==> config.mk <==
export PLATFORM = sky130hd
export DESIGN_NAME = cbs_tile_scheduler
export DESIGN_NICKNAME = d
export VERILOG_FILES = /design/src/rtl/cbs_tile_scheduler.sv
export SDC_FILE = /design/constraint.sdc
export NUM_CORES = 1
export LEC_CHECK = 0
export CAP_MARGIN = 20
export CORE_ASPECT_RATIO = 1.2
export CORE_MARGIN = 2
export CORE_UTILIZATION = 58
export CTS_BUF_LIST = sky130_fd_sc_hd__clkbuf_2
export DETAILED_ROUTE_END_ITERATION = 6
export PLACE_DENSITY_LB_ADDON = 0.05
export SYNTH_ARGS = -nofsm -noshare
export SYNTH_HDL_FRONTEND = slang
export SYNTH_SLANG_ARGS = --single-unit
==> constraint.sdc <==
create_clock -name clk -period 3.9 [get_ports clk]
set_input_delay 1.17 -clock clk [delete_from_list [all_inputs] [get_ports clk]]
set_output_delay 1.17 -clock clk [all_outputs]
set_load 0.02 [all_outputs]
==> src/rtl/cbs_tile_scheduler.sv <==
// -----------------------------------------------------------------------------
// cbs_tile_scheduler
//
// Sequences one CBS layer (conv -> BN -> SiLU) over output-channel tiles so a
// conv engine sized for K_TILE filters can produce K_TOTAL filters. For every
// tile it pulses conv_start, waits for a rising edge on conv_finished, pulses
// bn_latch, lets the fixed BN+SiLU latency elapse, then offers the tile
// downstream over out_valid/out_ready.
//
// Ports
//   clk            in   rising-edge clock
//   reset          in   asynchronous active-low reset
//   start          in   begin a layer (only honoured while idle)
//   busy           out  high whenever the scheduler is not idle
//   done           out  one-cycle pulse after the final tile is accepted
//   error          out  sticky conv timeout flag, cleared by the next start
//   conv_start     out  one-cycle pulse launching one conv pass
//   conv_finished  in   conv engine Finished level (rising edge = pass done)
//   filt_base      out  first filter index of the current tile
//   tile_k         out  number of valid filters in the current tile
//   bn_latch       out  one-cycle pulse capturing conv output into BN input
//   out_valid      out  current tile is available at the SiLU output
//   out_ready      in   downstream accepts the tile
//   out_last       out  qualifies out_valid: this is the final tile
//
// All outputs come straight from flops; none depends combinationally on an
// input.
// -----------------------------------------------------------------------------
module cbs_tile_scheduler #(
    parameter int K_TOTAL = 13,
    parameter int K_TILE  = 4,
    parameter int BN_LAT  = 2,
    parameter int ACT_LAT = 2,
    parameter int TIMEOUT = 4096,
    localparam int CW     = $clog2(K_TOTAL + 1)
) (
    input  logic          clk,
    input  logic          reset,
    input  logic          start,
    output logic          busy,
    output logic          done,
    output logic          error,
    output logic          conv_start,
    input  logic          conv_finished,
    output logic [CW-1:0] filt_base,
    output logic [CW-1:0] tile_k,
    output logic          bn_latch,
    output logic          out_valid,
    input  logic          out_ready,
    output logic          out_last
);

    localparam int P  = BN_LAT + ACT_LAT;
    localparam int PW = (P > 1) ? $clog2(P) : 1;
    localparam int TW = $clog2(TIMEOUT);

    localparam logic [PW-1:0] P_LAST    = PW'((P > 0) ? (P - 1) : 0);
    localparam logic [TW-1:0] TO_LAST   = TW'(TIMEOUT - 1);
    localparam logic [CW:0]   K_TOTAL_W = (CW + 1)'(K_TOTAL);
    localparam logic [CW:0]   K_TILE_W  = (CW + 1)'(K_TILE);

    localparam logic [2:0] ST_IDLE      = 3'd0;
    localparam logic [2:0] ST_LOAD      = 3'd1;
    localparam logic [2:0] ST_CONV_WAIT = 3'd2;
    localparam logic [2:0] ST_LATCH     = 3'd3;
    localparam logic [2:0] ST_PIPE      = 3'd4;
    localparam logic [2:0] ST_OUT       = 3'd5;
    localparam logic [2:0] ST_DONE      = 3'd6;

    // Filters in the tile starting at base: full tile, or the remainder.
    // base is one bit wider than CW so base+K_TILE never wraps.
    function automatic logic [CW-1:0] tile_len(input logic [CW:0] base);
        logic [CW:0] rem;
        rem = K_TOTAL_W - base;
        if (rem > K_TILE_W) begin
            tile_len = K_TILE_W[CW-1:0];
        end else begin
            tile_len = rem[CW-1:0];
        end
    endfunction

    logic [2:0]    state_r;
    logic [2:0]    state_s;
    logic          fin_q_r;
    logic [TW-1:0] wait_cnt_r;
    logic [PW-1:0] pipe_cnt_r;
    logic [CW-1:0] filt_base_r;
    logic [CW-1:0] tile_k_r;
    logic          error_r;
    logic          busy_r;
    logic          done_r;
    logic          conv_start_r;
    logic          bn_latch_r;
    logic          out_valid_r;
    logic          out_last_r;

    logic [CW:0]   next_base_s;
    logic          last_tile_s;
    logic          conv_edge_s;
    logic          timeout_s;
    logic          accept_start_s;
    logic          advance_s;

    assign next_base_s    = {1'b0, filt_base_r} + K_TILE_W;
    assign last_tile_s    = (next_base_s >= K_TOTAL_W);
    // A Finished level already high when the pass is launched is stale; only a
    // fresh 0->1 transition counts as completion.
    assign conv_edge_s    = conv_finished & ~fin_q_r;
    assign accept_start_s = (state_r == ST_IDLE) && start;
    assign advance_s      = (state_r == ST_OUT) && out_ready && !last_tile_s;

    // Next-state decode for the tile sequencing FSM.
    always_comb begin
        state_s   = state_r;
        timeout_s = 1'b0;
        case (state_r)
            ST_IDLE: begin
                if (start) begin
                    state_s = ST_LOAD;
                end else begin
                    state_s = ST_IDLE;
                end
            end
            ST_LOAD: begin
                state_s = ST_CONV_WAIT;
            end
            ST_CONV_WAIT: begin
                if (conv_edge_s) begin
                    state_s = ST_LATCH;
                end else if (wait_cnt_r == TO_LAST) begin
                    state_s   = ST_IDLE;
                    timeout_s = 1'b1;
                end else begin
                    state_s = ST_CONV_WAIT;
                end
            end
            ST_LATCH: begin
                if (P == 0) begin
                    state_s = ST_OUT;
                end else begin
                    state_s = ST_PIPE;
                end
            end
            ST_PIPE: begin
                if (pipe_cnt_r == P_LAST) begin
                    state_s = ST_OUT;
                end else begin
                    state_s = ST_PIPE;
                end
            end
            ST_OUT: begin
                if (out_ready) begin
                    if (last_tile_s) begin
                        state_s = ST_DONE;
                    end else begin
                        state_s = ST_LOAD;
                    end
                end else begin
                    state_s = ST_OUT;
                end
            end
            ST_DONE: begin
                state_s = ST_IDLE;
            end
            default: begin
                state_s = ST_IDLE;
            end
        endcase
    end

    // State register and conv_finished history for edge detection.
    always_ff @(posedge clk or negedge reset) begin
        if (!reset) begin
            state_r <= ST_IDLE;
            fin_q_r <= 1'b0;
        end else begin
            state_r <= state_s;
            fin_q_r <= conv_finished;
        end
    end

    // Cycle counters for the conv wait window and the BN+SiLU pipeline.
    always_ff @(posedge clk or negedge reset) begin
        if (!reset) begin
            wait_cnt_r <= {TW{1'b0}};
            pipe_cnt_r <= {PW{1'b0}};
        end else begin
            if (state_r == ST_CONV_WAIT) begin
                wait_cnt_r <= wait_cnt_r + TW'(1);
            end else begin
                wait_cnt_r <= {TW{1'b0}};
            end
            if (state_r == ST_PIPE) begin
                pipe_cnt_r <= pipe_cnt_r + PW'(1);
            end else begin
                pipe_cnt_r <= {PW{1'b0}};
            end
        end
    end

    // Tile descriptor: set for tile 0 on start, stepped on each non-final
    // transfer, otherwise held so it is stable from LOAD through OUT.
    always_ff @(posedge clk or negedge reset) begin
        if (!reset) begin
            filt_base_r <= {CW{1'b0}};
            tile_k_r    <= {CW{1'b0}};
        end else if (accept_start_s) begin
            filt_base_r <= {CW{1'b0}};
            tile_k_r    <= tile_len({(CW + 1){1'b0}});
        end else if (advance_s) begin
            filt_base_r <= next_base_s[CW-1:0];
            tile_k_r    <= tile_len(next_base_s);
        end else begin
            filt_base_r <= filt_base_r;
            tile_k_r    <= tile_k_r;
        end
    end

    // Sticky timeout flag; a newly accepted layer clears it.
    always_ff @(posedge clk or negedge reset) begin
        if (!reset) begin
            error_r <= 1'b0;
        end else if (accept_start_s) begin
            error_r <= 1'b0;
        end else if (timeout_s) begin
            error_r <= 1'b1;
        end else begin
            error_r <= error_r;
        end
    end

    // Output flops, loaded from the next state so they line up with state_r.
    always_ff @(posedge clk or negedge reset) begin
        if (!reset) begin
            busy_r       <= 1'b0;
            done_r       <= 1'b0;
            conv_start_r <= 1'b0;
            bn_latch_r   <= 1'b0;
            out_valid_r  <= 1'b0;
            out_last_r   <= 1'b0;
        end else begin
            busy_r       <= (state_s != ST_IDLE);
            done_r       <= (state_s == ST_DONE);
            conv_start_r <= (state_s == ST_LOAD);
            bn_latch_r   <= (state_s == ST_LATCH);
            out_valid_r  <= (state_s == ST_OUT);
            // filt_base_r only changes when leaving OUT, so it describes the
            // tile being presented whenever state_s is OUT.
            out_last_r   <= (state_s == ST_OUT) && last_tile_s;
        end
    end

    assign busy       = busy_r;
    assign done       = done_r;
    assign error      = error_r;
    assign conv_start = conv_start_r;
    assign bn_latch   = bn_latch_r;
    assign out_valid  = out_valid_r;
    assign out_last   = out_last_r;
    assign filt_base  = filt_base_r;
    assign tile_k     = tile_k_r;

endmodule
[Yosys cells after proc, flatten, opt, wreduce, memory -nomap -nowiden]
Index checks and enable logic that the tools add are counted.
W data, S select, Z words.
Word-level totals
  register bits after elaboration: 33
  output and inout bits: 15
Cells by class
  add/sub/neg operators: 4
  $lt $le $gt $ge: 2
  eq/ne operators: 11
  mux-type cells: 19
  bitwise logic cells: 2
  reduce and logical (&&, ||, !) cells: 9
Operator list (number)
  $mux W4: 5
  $pmux W3 S6: 1
  $add A12 B1 Y12 const B: 1
  $eq A12 B12 Y1 const B: 1
  $eq A3 B3 Y1 const B: 4
  $mux W12: 1
  $eq A3 B2 Y1 const B: 3
  $mux W1: 7
  $eq A3 B1 Y1 const B: 2
  $mux W2: 3
  $mux W3: 2
  $add A4 B3 Y5 const B: 1
  $ge A5 B4 Y1 const B: 1
  $gt A5 B3 Y1 const B: 1
  $sub A4 B5 Y5 const A: 1
  $logic_and A1 B1 Y1: 4
  $reduce_bool A2 Y1: 2
  $logic_not A3 Y1: 1
  $reduce_bool A3 Y1: 1
  $add A2 B1 Y2 const B: 1
  $eq A2 B2 Y1 const B: 1
  $and A1 B1 Y1: 1
  $logic_not A1 Y1: 1
  $not A1 Y1: 1

[Logic depth before layout (Yosys ltp)]
  depth in word-level cells: 7
  gate-level depth with buffers: 7
  depth with buffers taken out: 7

[Least setup slack after synthesis]
Ideal clock, no wire load.
  kind: input to register
  start point: in out_ready
  end point: reg tile_k_r[2], in the netlist tile_k[2]
  arrival: 1.996 ns
  data required time: 3.778 ns
  path slack: 1.782 ns
  cell stages on the path: 6
  path buffers: 0
  path through: nand2_1 > a211o_2 > nor2b_1 > nand3_2 > inv_2 > o22a_1
On the way
  cells in the longest elaborated chain, start to end: 3
Ends and longest elaborated chain
  start: declaration: RTL line 49  | input logic out_ready,
  $logic_and A1 B1 Y1 (2 in series): RTL line 110  | assign advance_s = (state_r == ST_OUT) && out_ready && !last_tile_s;
  $reduce_bool A2 Y1 (no source line)
  end signal: assignment: RTL line 206  | tile_k_r <= {CW{1'b0}};
  end signal: assignment: RTL line 209  | tile_k_r <= tile_len({(CW + 1){1'b0}});
  end signal: assignment: RTL line 212  | tile_k_r <= tile_len(next_base_s);
  end: declaration: RTL line 88  | logic [CW-1:0] tile_k_r;
No other way between the ends.
A chain may end at the register's enable or synchronous reset.

[Worst setup path after layout]
  start point: reg filt_base_r[2], in the netlist filt_base[2]
  end point: out filt_base[2]
RTL lines
  start: declaration: RTL line 87  | logic [CW-1:0] filt_base_r;
  start signal: assignment: RTL line 205  | filt_base_r <= {CW{1'b0}};
  start signal: assignment: RTL line 208  | filt_base_r <= {CW{1'b0}};
  start signal: assignment: RTL line 211  | filt_base_r <= next_base_s[CW-1:0];
  end: declaration: RTL line 45  | output logic [CW-1:0] filt_base,
No word-level cell between the ends.

==> impl_metrics.tcl <==
set metrics [dict create \
    tns_ps 0 \
    drt_wl_total_um 2340 \
    post_cts_buffers 0 \
    num_vias 931 \
    yosys.cell_types.count 41 \
    htree_levels 2 \
    max_cap_viol_count 0 \
    die_h_um 57.7 \
    r2r-start "filt_base[2]" \
    setup_viol 0 \
    final_max_slew_viol_count 0 \
    clk_pin_slew_ps 140 \
    crit_slowest_cell "clkdlybuf4s50_1" \
    finalPower_uw 812 \
    post-route-cell-area_sq_um 1630 \
    synth_fa_ha_area_share_pct 5.03 \
    cts_hold_buffers 0 \
    n_antenna_cell 0 \
    max_stage_delay_ps 640 \
    viasPerCell 5.20 \
    cts_buffers 5 \
    min_path_type "register to register" \
    worstPathCellList "clkdlybuf4s50_1" \
    placedCellCount 171 \
    worstHoldStart "pipe_cnt_r[0]" \
    synth-async-reset-ratio_pct 100 \
    nNetsFinal 157 \
    status "finished clean" \
    synth_edf_count 0 \
    dp_hpwl_um 1720 \
    synthToLayoutAreaGrowth_pct 17.1 \
    yosysWarnings 0 \
    synthFlopType "dfrtp_1" \
    end_kind "primary output" \
    netlist_area_sq_um 1390 \
    reg2reg_slack_ps 1980 \
    tritoncts "done" \
    cts_root_buffer "clkbuf_2" \
    hold_viol 0 \
    p_per_area_nw_per_um2 498 \
    crit_type "register to primary output" \
    cts.sinks 31 \
    rows 19 \
    crit_buf_inv 1 \
    antenna_found_initial 0 \
    ys_top_cells_by_area "dfrtp_1, nor2_1, ha_1, xnor2_1, xor2_1" \
    drtIter0Drc 9 \
    initial_utilization_pct 61.0 \
    crit_family "buffers and inverters" \
    pin_count 20 \
    synth_compound_area_share_pct 7.46 \
    gp_congestion 0.818 \
    path_max_fanout 5 \
    reg2reg_to "tile_k[1]" \
    cts_resized 0 \
    synthCells 124 \
    holdPathStages 1 \
    drive_gt1_share_pct 12.2 \
    cts_buffer_depth 2 \
    grt_usage_pct 20.2 \
    fin_skew_ps 13.5 \
    overflow 0 \
    leakage_nw 0.733 \
    clk_latency_ps 360 \
    drtPass1Iterations 4 \
    synthSimpleGateAreaFrac_pct 21.6 \
    grt_pass1_vias 949 \
    drt-wirelength-per-cell_um 13.1 \
    rsz0062_at_grt "no" \
    coreArea_sq_um 2280 \
    clock.fmax_mhz 379 \
    r2r_cells 6 \
    finalCoreUtilization_pct 71.4 \
    arrival_ps 1470 \
    fp.dieW_um 48.7 \
    die_area_sq_um 2810 \
    grt_pass1_wl_um 4210 \
    ant_nets 0 \
    synth_top_family_by_area "simple AND/OR/NAND/NOR gates" \
    grt_start_max_net_pins 32 \
    synth_seq_cells 31 \
    period_minus_slack_ps 2640 \
    synth_top_area_cell "dfrtp_1" \
    min_to "pipe_cnt_r[0]" \
    synth_xor_area_share_pct 5.66 \
    synth_top_area_share_pct 55.7 \
    fin_crit_sh_pct 67.6 \
    dpl_cell_area_sq_um 1590 \
    critPathLaunchType "register" \
    peakVddDrop_mv 0.388 \
    port_buffers 17 \
    synth_mux_area_share_pct 0.719 \
    seq_area_frac_synth_pct 55.7 \
    fin_cells 179 \
    drcViolationCount 0 \
    worstPathRequired_ps 2730 \
    syn_avg_cell_area_sq_um 11.2 \
]
[how the worst max path moves through the flow]
stage | slack, ps | cells after the start | endpoint | start
final | 1260 | 1 | filt_base[2] | filt_base[2]
after CTS | 1230 | 1 | filt_base[2] | filt_base[2]
after global routing | 1190 | 1 | filt_base[2] | filt_base[2]
after detailed placement | 1220 | 7 | tile_k[2] | out_ready
after floorplan | 1780 | 6 | tile_k[2] | out_ready
after global placement | 1260 | 7 | tile_k[2] | out_ready
[power breakdown]
| part | total, mW | switching [mW] | internal, mW |
|---|---|---|---|
| combinational | 0.252 | 0.149 | 0.103 |
| sequential | 0.414 | 0.0502 | 0.364 |
| clock | 0.146 | 0.103 | 0.0431 |
| total | 0.812 | 0.302 | 0.510 |
[state kept, by name, summed over array words and instances, names as in the netlist, 2 cells and up]
register    cells
tile_k          4
wait_cnt_r     12
filt_base       2
state_r         3
pipe_cnt_r      2
[metal layers]
| metal | track usage [%] | part of all wire (%) | vias to the layer above |
|---|---|---|---|
| met1 | 24.1 | 42 | 452 |
| met4 | 11.0 | 2.3 | 0 |
| li1 | - | - | 459 |
| met3 | 4.90 | 2.9 | 7 |
| met5 | 0 | 0 | - |
| met2 | 34.1 | 53 | 13 |
[cells in the final DEF, fill, tap and decap left out, types with 4 or more instances in the layout]
cell type / n
and3_1: 4
clkbuf_2: 6
clkdlybuf4s50_1: 17
dfrtp_1: 31
ha_1: 4
inv_1: 6
nand2_1: 6
nand3_1: 4
nor2_1: 17
xnor2_1: 5
xor2_1: 4
[metrics by stage]
stage | hold WS, ps | setup WS [ps]
floorplan | 419 | 1780
finish | 453 | 1260
CTS | 463 | 1230
global placement | 433 | 1260
detailed placement | 447 | 1220
global route | 500 | 1190
[cells by family (layout without fill, tap and decap cells)]
family,count (synthesis),after routing
AO/OA/AOI/OAI,14,14
XOR/XNOR,9,9
adder cells (fa/ha/maj),5,5
buffers and inverters,11,33
flip-flops,31,31
multiplexers,1,1
other,1,3
AND/OR/NAND/NOR,52,52
[synthesized netlist by cell type (2+ instances only)]
cell type	n
a21oi_1	2
and2_1	2
and3_1	4
buf_4	2
dfrtp_1	31
ha_1	4
inv_1	6
nand2_1	6
nand3_1	4
nand3_2	2
nand3b_1	2
nand4_1	2
nor2_1	17
nor2b_1	3
nor3_1	2
o21ai_0	2
or3_1	2
xnor2_1	5
xor2_1	4
[cell type report]
cell class	count	area (sq um)
Multi-Input combinational cell	84	574
Tap cell	31	38.8
Clock buffer	6	30.0
Timing Repair Buffer	18	178
Sequential cell	31	776
Fill cell	186	652
Clock inverter	2	7.51
Inverter	7	26.3
(Power assumes the default switching activity.)
